**src/rtl/fpga_config_loader_pkg.sv**
```systemverilog
// Shared types and sizing helpers for the fabric configuration loader.
package fpga_cfg_pkg;

    // Loader sequencing states, from power-up through a completed load.
    typedef enum logic [2:0] {
        IDLE,
        COLLECT,
        PRESENT,
        STROBE,
        HOLD,
        SETTLE,
        ARM,
        DONE
    } cfgState_t;

    localparam int DEF_WORD_WIDTH    = 32;
    localparam int DEF_CFG_WIDTH     = 320;
    localparam int DEF_NUM_FRAMES    = 172;
    localparam int DEF_SETTLE_CYCLES = 10;
    localparam int DEF_ARM_CYCLES    = 10;

    // Stream beats per frame for the default geometry.
    localparam int BEATS = DEF_CFG_WIDTH / DEF_WORD_WIDTH;

    // Bits needed to count 0..n-1, never less than one bit.
    function automatic int cntWidth(input int n);
        return (n <= 2) ? 1 : $clog2(n);
    endfunction

    function automatic int maxOf(input int a, input int b);
        return (a > b) ? a : b;
    endfunction

    // Widths of beat_cnt, frame_idx and the shared delay counter at defaults.
    localparam int BEAT_CNT_W  = cntWidth(BEATS);
    localparam int FRAME_IDX_W = cntWidth(DEF_NUM_FRAMES);
    localparam int DELAY_CNT_W = cntWidth(maxOf(DEF_SETTLE_CYCLES, DEF_ARM_CYCLES));

endpackage

```
**src/rtl/fpga_config_loader_assembler.sv**
```systemverilog
// Collects WORD_WIDTH stream beats into one CFG_WIDTH frame, word 0 in the LSBs.
module cfg_word_assembler
    import fpga_cfg_pkg::*;
#(
    parameter int WORD_WIDTH = DEF_WORD_WIDTH,
    parameter int CFG_WIDTH  = DEF_CFG_WIDTH
) (
    input  logic                  clock,
    input  logic                  rst,
    input  logic                  clear,
    input  logic                  word_valid,
    input  logic [WORD_WIDTH-1:0] word,
    output logic                  frame_full,
    output logic [CFG_WIDTH-1:0]  frame
);

    localparam int BEATS_L = CFG_WIDTH / WORD_WIDTH;
    localparam int BW      = cntWidth(BEATS_L);

    logic [BW-1:0]        r_beatCnt;
    logic [CFG_WIDTH-1:0] r_asmBuf;

    assign frame_full = word_valid && (r_beatCnt == BW'(BEATS_L - 1));
    assign frame      = r_asmBuf;

    // Drop each accepted word into its slot and wrap the beat count at frame end.
    always_ff @(posedge clock or posedge rst) begin
        if (rst) begin
            r_beatCnt <= '0;
            r_asmBuf  <= '0;
        end else if (clear) begin
            r_beatCnt <= '0;
        end else if (word_valid) begin
            for (int k = 0; k < BEATS_L; k++) begin
                if (r_beatCnt == BW'(k)) begin
                    r_asmBuf[k*WORD_WIDTH +: WORD_WIDTH] <= word;
                end
            end
            r_beatCnt <= frame_full ? '0 : r_beatCnt + 1'b1;
        end
    end

endmodule

```
**src/rtl/fpga_config_loader.sv**
```systemverilog
// Sequences a streamed bitstream into fabric frame writes, then enables the fabric.
module fpga_config_loader
    import fpga_cfg_pkg::*;
#(
    parameter int WORD_WIDTH    = DEF_WORD_WIDTH,
    parameter int CFG_WIDTH     = DEF_CFG_WIDTH,
    parameter int NUM_FRAMES    = DEF_NUM_FRAMES,
    parameter int SETTLE_CYCLES = DEF_SETTLE_CYCLES,
    parameter int ARM_CYCLES    = DEF_ARM_CYCLES
) (
    input  logic                  clock,
    input  logic                  rst,
    input  logic                  start,
    input  logic [WORD_WIDTH-1:0] cfg_data,
    input  logic                  cfg_valid,
    output logic                  cfg_ready,
    output logic [CFG_WIDTH-1:0]  configs_in,
    output logic [NUM_FRAMES-1:0] configs_en,
    output logic                  ff_en,
    output logic                  rdy,
    output logic                  busy
);

    localparam int FIDX_W = cntWidth(NUM_FRAMES);
    localparam int DCNT_W = cntWidth(maxOf(SETTLE_CYCLES, ARM_CYCLES));

    cfgState_t            r_state;
    logic [FIDX_W-1:0]    r_frameIdx;
    logic [DCNT_W-1:0]    r_delayCnt;

    logic                  w_accept;
    logic                  w_clear;
    logic                  w_frameFull;
    logic [CFG_WIDTH-1:0]  w_frame;
    logic [NUM_FRAMES-1:0] w_oneHot;

    assign w_accept = cfg_valid && cfg_ready;
    assign w_clear  = start && ((r_state == IDLE) || (r_state == DONE));

    cfg_word_assembler #(
        .WORD_WIDTH (WORD_WIDTH),
        .CFG_WIDTH  (CFG_WIDTH)
    ) u_assembler (
        .clock      (clock),
        .rst        (rst),
        .clear      (w_clear),
        .word_valid (w_accept),
        .word       (cfg_data),
        .frame_full (w_frameFull),
        .frame      (w_frame)
    );

    // Decode the current frame index into its single write-strobe bit.
    always_comb begin
        w_oneHot             = '0;
        w_oneHot[r_frameIdx] = 1'b1;
    end

    // Main sequencer: every output is a register updated on state transitions.
    always_ff @(posedge clock or posedge rst) begin
        if (rst) begin
            r_state    <= IDLE;
            r_frameIdx <= '0;
            r_delayCnt <= '0;
            cfg_ready  <= 1'b0;
            configs_in <= '0;
            configs_en <= '0;
            ff_en      <= 1'b0;
            rdy        <= 1'b0;
            busy       <= 1'b0;
        end else begin
            case (r_state)
                IDLE, DONE: begin
                    if (start) begin
                        r_state    <= COLLECT;
                        r_frameIdx <= '0;
                        cfg_ready  <= 1'b1;
                        busy       <= 1'b1;
                        ff_en      <= 1'b0;
                        rdy        <= 1'b0;
                    end
                end
                COLLECT: begin
                    if (w_frameFull) begin
                        r_state   <= PRESENT;
                        cfg_ready <= 1'b0;
                    end
                end
                PRESENT: begin
                    configs_in <= w_frame;
                    configs_en <= w_oneHot;
                    r_state    <= STROBE;
                end
                STROBE: begin
                    configs_en <= '0;
                    r_state    <= HOLD;
                end
                HOLD: begin
                    if (r_frameIdx == FIDX_W'(NUM_FRAMES - 1)) begin
                        r_state    <= SETTLE;
                        r_delayCnt <= DCNT_W'(SETTLE_CYCLES - 1);
                    end else begin
                        r_frameIdx <= r_frameIdx + 1'b1;
                        r_state    <= COLLECT;
                        cfg_ready  <= 1'b1;
                    end
                end
                SETTLE: begin
                    if (r_delayCnt == '0) begin
                        r_state    <= ARM;
                        ff_en      <= 1'b1;
                        r_delayCnt <= DCNT_W'(ARM_CYCLES - 1);
                    end else begin
                        r_delayCnt <= r_delayCnt - 1'b1;
                    end
                end
                ARM: begin
                    if (r_delayCnt == '0) begin
                        r_state <= DONE;
                        rdy     <= 1'b1;
                        busy    <= 1'b0;
                    end else begin
                        r_delayCnt <= r_delayCnt - 1'b1;
                    end
                end
                default: begin
                    r_state <= IDLE;
                end
            endcase
        end
    end

endmodule
```
**config.mk**
```make
export PLATFORM = sky130hd
export DESIGN_NAME = fpga_config_loader
export DESIGN_NICKNAME = d
export VERILOG_FILES = /design/src/rtl/fpga_config_loader_pkg.sv /design/src/rtl/fpga_config_loader_assembler.sv /design/src/rtl/fpga_config_loader.sv
export SDC_FILE = /design/constraint.sdc
export NUM_CORES = 2
export LEC_CHECK = 0
export BUFFER_PORTS_ARGS = -buffer_cell sky130_fd_sc_hd__buf_2
export CAP_MARGIN = 20
export CORE_MARGIN = 3
export CORE_UTILIZATION = 35
export DETAILED_ROUTE_END_ITERATION = 16
export PLACE_DENSITY = 0.59
export SLEW_MARGIN = 5
export SYNTH_ARGS = -nofsm -noshare
export SYNTH_HDL_FRONTEND = slang
export SYNTH_SLANG_ARGS = --single-unit
```
**constraint.sdc**
```tcl
create_clock -name clock -period 72.3 [get_ports clock]
set_input_delay 14.46 -clock clock [delete_from_list [all_inputs] [get_ports clock]]
set_output_delay 14.46 -clock clock [all_outputs]
set_load 0.02 [all_outputs]
```
Word-level counts from Yosys, hierarchy flattened
Cells that the tools add are included.
{"block": "totals", "ff_bits": 835, "inputBits": 36, "output_inout_bits": 496, "elab_cells": 111}
{"block": "op_classes", "add_sub_neg": 3, "magnitude_cmp": 2, "n_eq_ne": 24, "mux": 29, "bitwise": 1, "n_reduce_logical": 32}
{"cell": "$pmux W172 S2", "n": 1}
{"cell": "$reduce_and A3 Y1", "n": 14}
{"cell": "$mux W4", "n": 6}
{"cell": "$pmux W3 S7", "n": 1}
{"cell": "$eq A4 B3 Y1 const B", "n": 4}
{"cell": "$mux W8", "n": 2}
{"cell": "$pmux W8 S2", "n": 1}
{"cell": "$mux W3", "n": 5}
{"cell": "$eq A3 B3 Y1 const B", "n": 4}
{"cell": "$ne A2 B2 Y1 const B", "n": 6}
{"cell": "$pmux W4 S3", "n": 1}
{"cell": "$reduce_bool A2 Y1", "n": 5}
{"cell": "$lt A8 B9 Y1 const B", "n": 1}
{"cell": "$add A8 B1 Y8 const B", "n": 1}
{"cell": "$demux W1 S8", "n": 1}
{"cell": "$eq A4 B2 Y1 const B", "n": 2}
{"cell": "$eq A4 B4 Y1 const B", "n": 2}
{"cell": "$eq A8 B8 Y1 const B", "n": 1}
{"cell": "$ge A8 B1 Y1 const B", "n": 1}
{"cell": "$logic_not A4 Y1", "n": 2}
{"cell": "$reduce_and A4 Y1", "n": 2}
{"cell": "$mux W1", "n": 7}
{"cell": "$eq A3 B2 Y1 const B", "n": 2}
{"cell": "$pmux W1 S2", "n": 3}
{"cell": "other kinds (12)", "n": 16}

Longest topological paths before layout
{"block": "depth", "depth_word": 5, "mapped_depth": 8, "ltp_nobuf": 7}

Modules after synthesis
Synthesis repeated with hierarchy kept, for this count alone.
{"block": "hier_totals", "hier_cells": 2709, "area_unflattened_um2": 32271.0}
{"mod": "fpga_config_loader", "n_inst": 1, "cells_each": 1957, "area_each_um2": 19456.2, "seq_area_each_um2": 12787.3}
{"mod": "cfg_word_assembler", "n_inst": 1, "cells_each": 752, "area_each_um2": 12814.8, "seq_area_each_um2": 8107.8}

Worst setup path before layout
No wires, ideal clock.
{"block": "synth_path", "kind": "input to register", "start": "input port start", "end": "register u_assembler.r_asmBuf[137] (netlist: u_assembler.frame[137])", "arrival_time_ps": 15670, "required_ps": 72175, "slack_ps": 56505, "path_stages": 6, "path_cell_list": "o21a_1 > nor4b_4 > and2_1 > buf_2 > buf_4 > mux2_2"}
{"block": "synth_between", "elab_chain_cells": 3}
{"item": "start: declaration", "line_no": "fpga_config_loader.sv:13", "source": "input logic start,"}
{"item": "$logic_and A1 B1 Y1", "line_no": "fpga_config_loader.sv:38", "source": "assign w_clear = start && ((r_state == IDLE) || (r_state == DONE));"}
{"item": "$not A1 Y1 (no line)"}
{"item": "$reduce_and A3 Y1 (no line)"}
{"item": "end signal: indexed assignment", "line_no": "fpga_config_loader_assembler.sv:36", "source": "r_asmBuf[k*WORD_WIDTH +: WORD_WIDTH] <= word;"}
{"item": "end: declaration", "line_no": "fpga_config_loader_assembler.sv:21", "source": "logic [CFG_WIDTH-1:0] r_asmBuf;"}
No other way between the ends.
A chain may end at the register's enable or synchronous reset.

==> results.md <==
* Status: finished clean
* Layout Nets at 3188
* Reg2reg end: configs_in[115]
* Share of cells above drive strength 1 at 32.4%
* DIE AREA at between 0.09 and 0.1 mm²
* Gr usage total at 19.2%
* Hold_sp: u_assembler.frame[40]
* Ys async rst share at 100%
* Wirelength, routed at between 90000 and 100000 µm
* Initial DRC count at between 1500 and 2000
* Avg Cell Area, Syn at 11.8 µm²
* Tcrit/Tclk final at a little under a quarter
* Clk Latency, worst-skew pair at 0.65 ns
* CP Data Required Time at 72.95 ns
* Leak at about 0.021 µW
* CTS tree: yes
* Area share of the largest cell type after synthesis at between 60% and 70%
* TritonCTS Buffers at 90
* Cts repair resizes at 0
* Post-CTS Setup Bufs at 0
* Final WS setup at roughly 55 ns
* Syn nets at about 2700
* Worst Max-Slew Pin Slew at around 1.3 ns
* Cts hold-fix bufs at 0
* Clk pwr share at 31.3%
* Synth top area cells: dfrtp_1, nand2_1, mux2_2, a22o_1, clkbuf_1
* Fmax at 58.3 MHz
* Pre-Repair DR Iteration Count at 5
* Int Pwr at slightly above 1000 µW
* CTS Buffer Depth at 3
* Sequential share of power at between 40 and 50%
* Syn Inst Count at 2663
* Num Clock Sinks at around 840
* Crit Path Category: primary input to asynchronous set/reset pin
* Number of max-cap violations at 0
* Tmin final at 17.16 ns
* H-tree depth at 3
* Non-Filler Instances at about 4400
* Final HPWL DP at roughly 58000 µm
* Slew margin rel. at between 10 and 15%
* Die width at 306 µm
* Most common cell in the netlist: nand2_1
* VDD IR max at roughly 0.024 mV
* Antenna viol nets, final at 0
* Hold Fails Final Rpt at 0
* Min Hold Slack at 0.435 ns
* Drt drc at 0
* Drt wl/cell at slightly above 20 µm
* Largest net degree at the start of global routing at 200
* RePlAce Congestion at between 0.7 and 0.8
* Seq cells post-synth at ~840
* Gate power share at a little under a quarter
* Setup tns final at 0 ns
* Pre-CTS setup slack at approximately 54 ns
* Placed cells at 4212
* Total number of vias at between 20000 and 25000
* Sw Ratio at between 30% and 40%
* Yosys top cell by area: dfrtp_1
* Worst-path clk slew at 0.06 ns
* Hold Path Class: register to register
* # rows at 109
* Synth Cell Area at 0.0315 mm²
* Port bufs at ~530
* CORE AREA at 0.0888 mm²
* CP arrival at around 18 ns
* Area grow syn2layout at 22.0%
* Synthesis Warnings at 0
* Distinct cell type count after synthesis at 46
* Final setup violation count at 0
* Vias in the first global route at 21667
* Pwr per Cell Area at ~40 mW/mm²
* Worst Skew at around 0.074 ns
* Initial antenna violation count at 3
* Sequential fraction of the synthesis area at roughly 66%
* Psw at between 400 and 500 µW
* Crit-path max FO at ~170
* Minimum setup slack among reg-to-reg paths at 68.18 ns
* Setup crit end kind: asynchronous set/reset pin
* Startpoint types: primary input
* Pins Over Slew Limit at 0
* Cell depth of the worst hold path at 2
* Worst r2r src: r_state[2]
* Ys flop type: dfrtp_1
* Clk root buf: clkbuf_16
* Post-synth EDFFs at 0
* I/O pin count at 532
* DR vias/cell at about 4.9
* Unrepaired setup endpoints after global routing: no
* First-pass GRT wire length at roughly 140000 µm
* WHS Endpoint: configs_in[40]
* Post-synth top cells: nand2_1, dfrtp_1, mux2_2
* Die H at 306 µm
* Gr ovfl total at 0
* Initial Util at 35.5%
* Worst reg2reg path depth at 7
cells by family after synthesis:
logic type	after synthesis	synth area share, %
XOR/XNOR	3	0.0834
flip-flops	835	66.3
buffers and inverters	194	2.67
multiplexers	321	11.5
AO/OA/AOI/OAI	213	5.47
AND/OR/NAND/NOR	1087	13.6
adder cells (fa/ha/maj)	10	0.397
how the worst max path moves through the flow:
stage,startpoint,end,slack (ns),cells after the start
final,rst,configs_in[115],55.14,5
after global routing,rst,u_assembler.frame[301],54.60,5
after CTS,rst,configs_in[139],54.99,5
after detailed placement,rst,configs_in[211],54.28,5
after global placement,rst,configs_in[51],54.30,5
after floorplan,rst,busy,34.38,1
power groups by stage:
| stage | clock, µW | sequential [µW] | combinational (µW) |
|---|---|---|---|
| after floorplan | 0 | 751 | 181 |
| after global placement | 0 | 709 | 347 |
| after detailed placement | 0 | 709 | 357 |
| after CTS | 492 | 704 | 357 |
| after global routing | 513 | 721 | 386 |
| final | 480 | 704 | 352 |
cell usage in the layout, fill, tap and decap left out, types with 22 or more instances in the layout:
| cell type | synthesis | layout |
|---|---|---|
| clkbuf_16 | 0 | 90 |
| mux2_1 | 22 | 22 |
| buf_2 | 18 | 531 |
| a22o_1 | 158 | 158 |
| mux2_2 | 298 | 298 |
| o21ai_0 | 25 | 25 |
| nand2_1 | 998 | 995 |
| buf_4 | 24 | 31 |
| nor2_1 | 29 | 27 |
| dfrtp_1 | 835 | 835 |
final cells by class:
type                            count  area [µm²]
Clock buffer                      127        2600
Inverter                           12        52.6
Tap cell                         1165        1460
Antenna cell                        1        2.50
Sequential cell                   835       20900
Timing Repair Buffer              569        3020
Multi-Input combinational cell   1634        9840
Fill cell                        8387       50400
Clock inverter                     38         551
through the flow:
step / utilization, % / power, µW / cell area (µm²)
after CTS: 43.2 / 1550 / 38400
after floorplan: - / 931 / 31500
after detailed placement: 39.7 / 1070 / 35200
after global routing: 43.3 / 1620 / 38400
after global placement: 39.7 / 1060 / 35200
final: 43.3 / 1540 / 38400
critical path, stage by stage:
cell and delay, ns:
buf_2 0.13, inv_8 0.52, buf_12 0.65, buf_4 0.87
buf_4 0.85
routing by layer:
metal  wire, µm  GRT usage, %  part of all wire, %
met5          0             0                    0
met4       2250          5.63                  2.5
met3       5820          3.94                  6.4
met2      43100          31.1                   47
met1      39900          26.2                   44
state kept, by name, indices dropped and copies added (netlist names):
name	count
busy	1
cfg_ready	1
configs_en	172
configs_in	320
ff_en	1
r_delayCnt	4
r_frameIdx	8
r_state	3
rdy	1
u_assembler.frame	320
u_assembler.r_beatCnt	4
(Power assumes the default switching activity.)
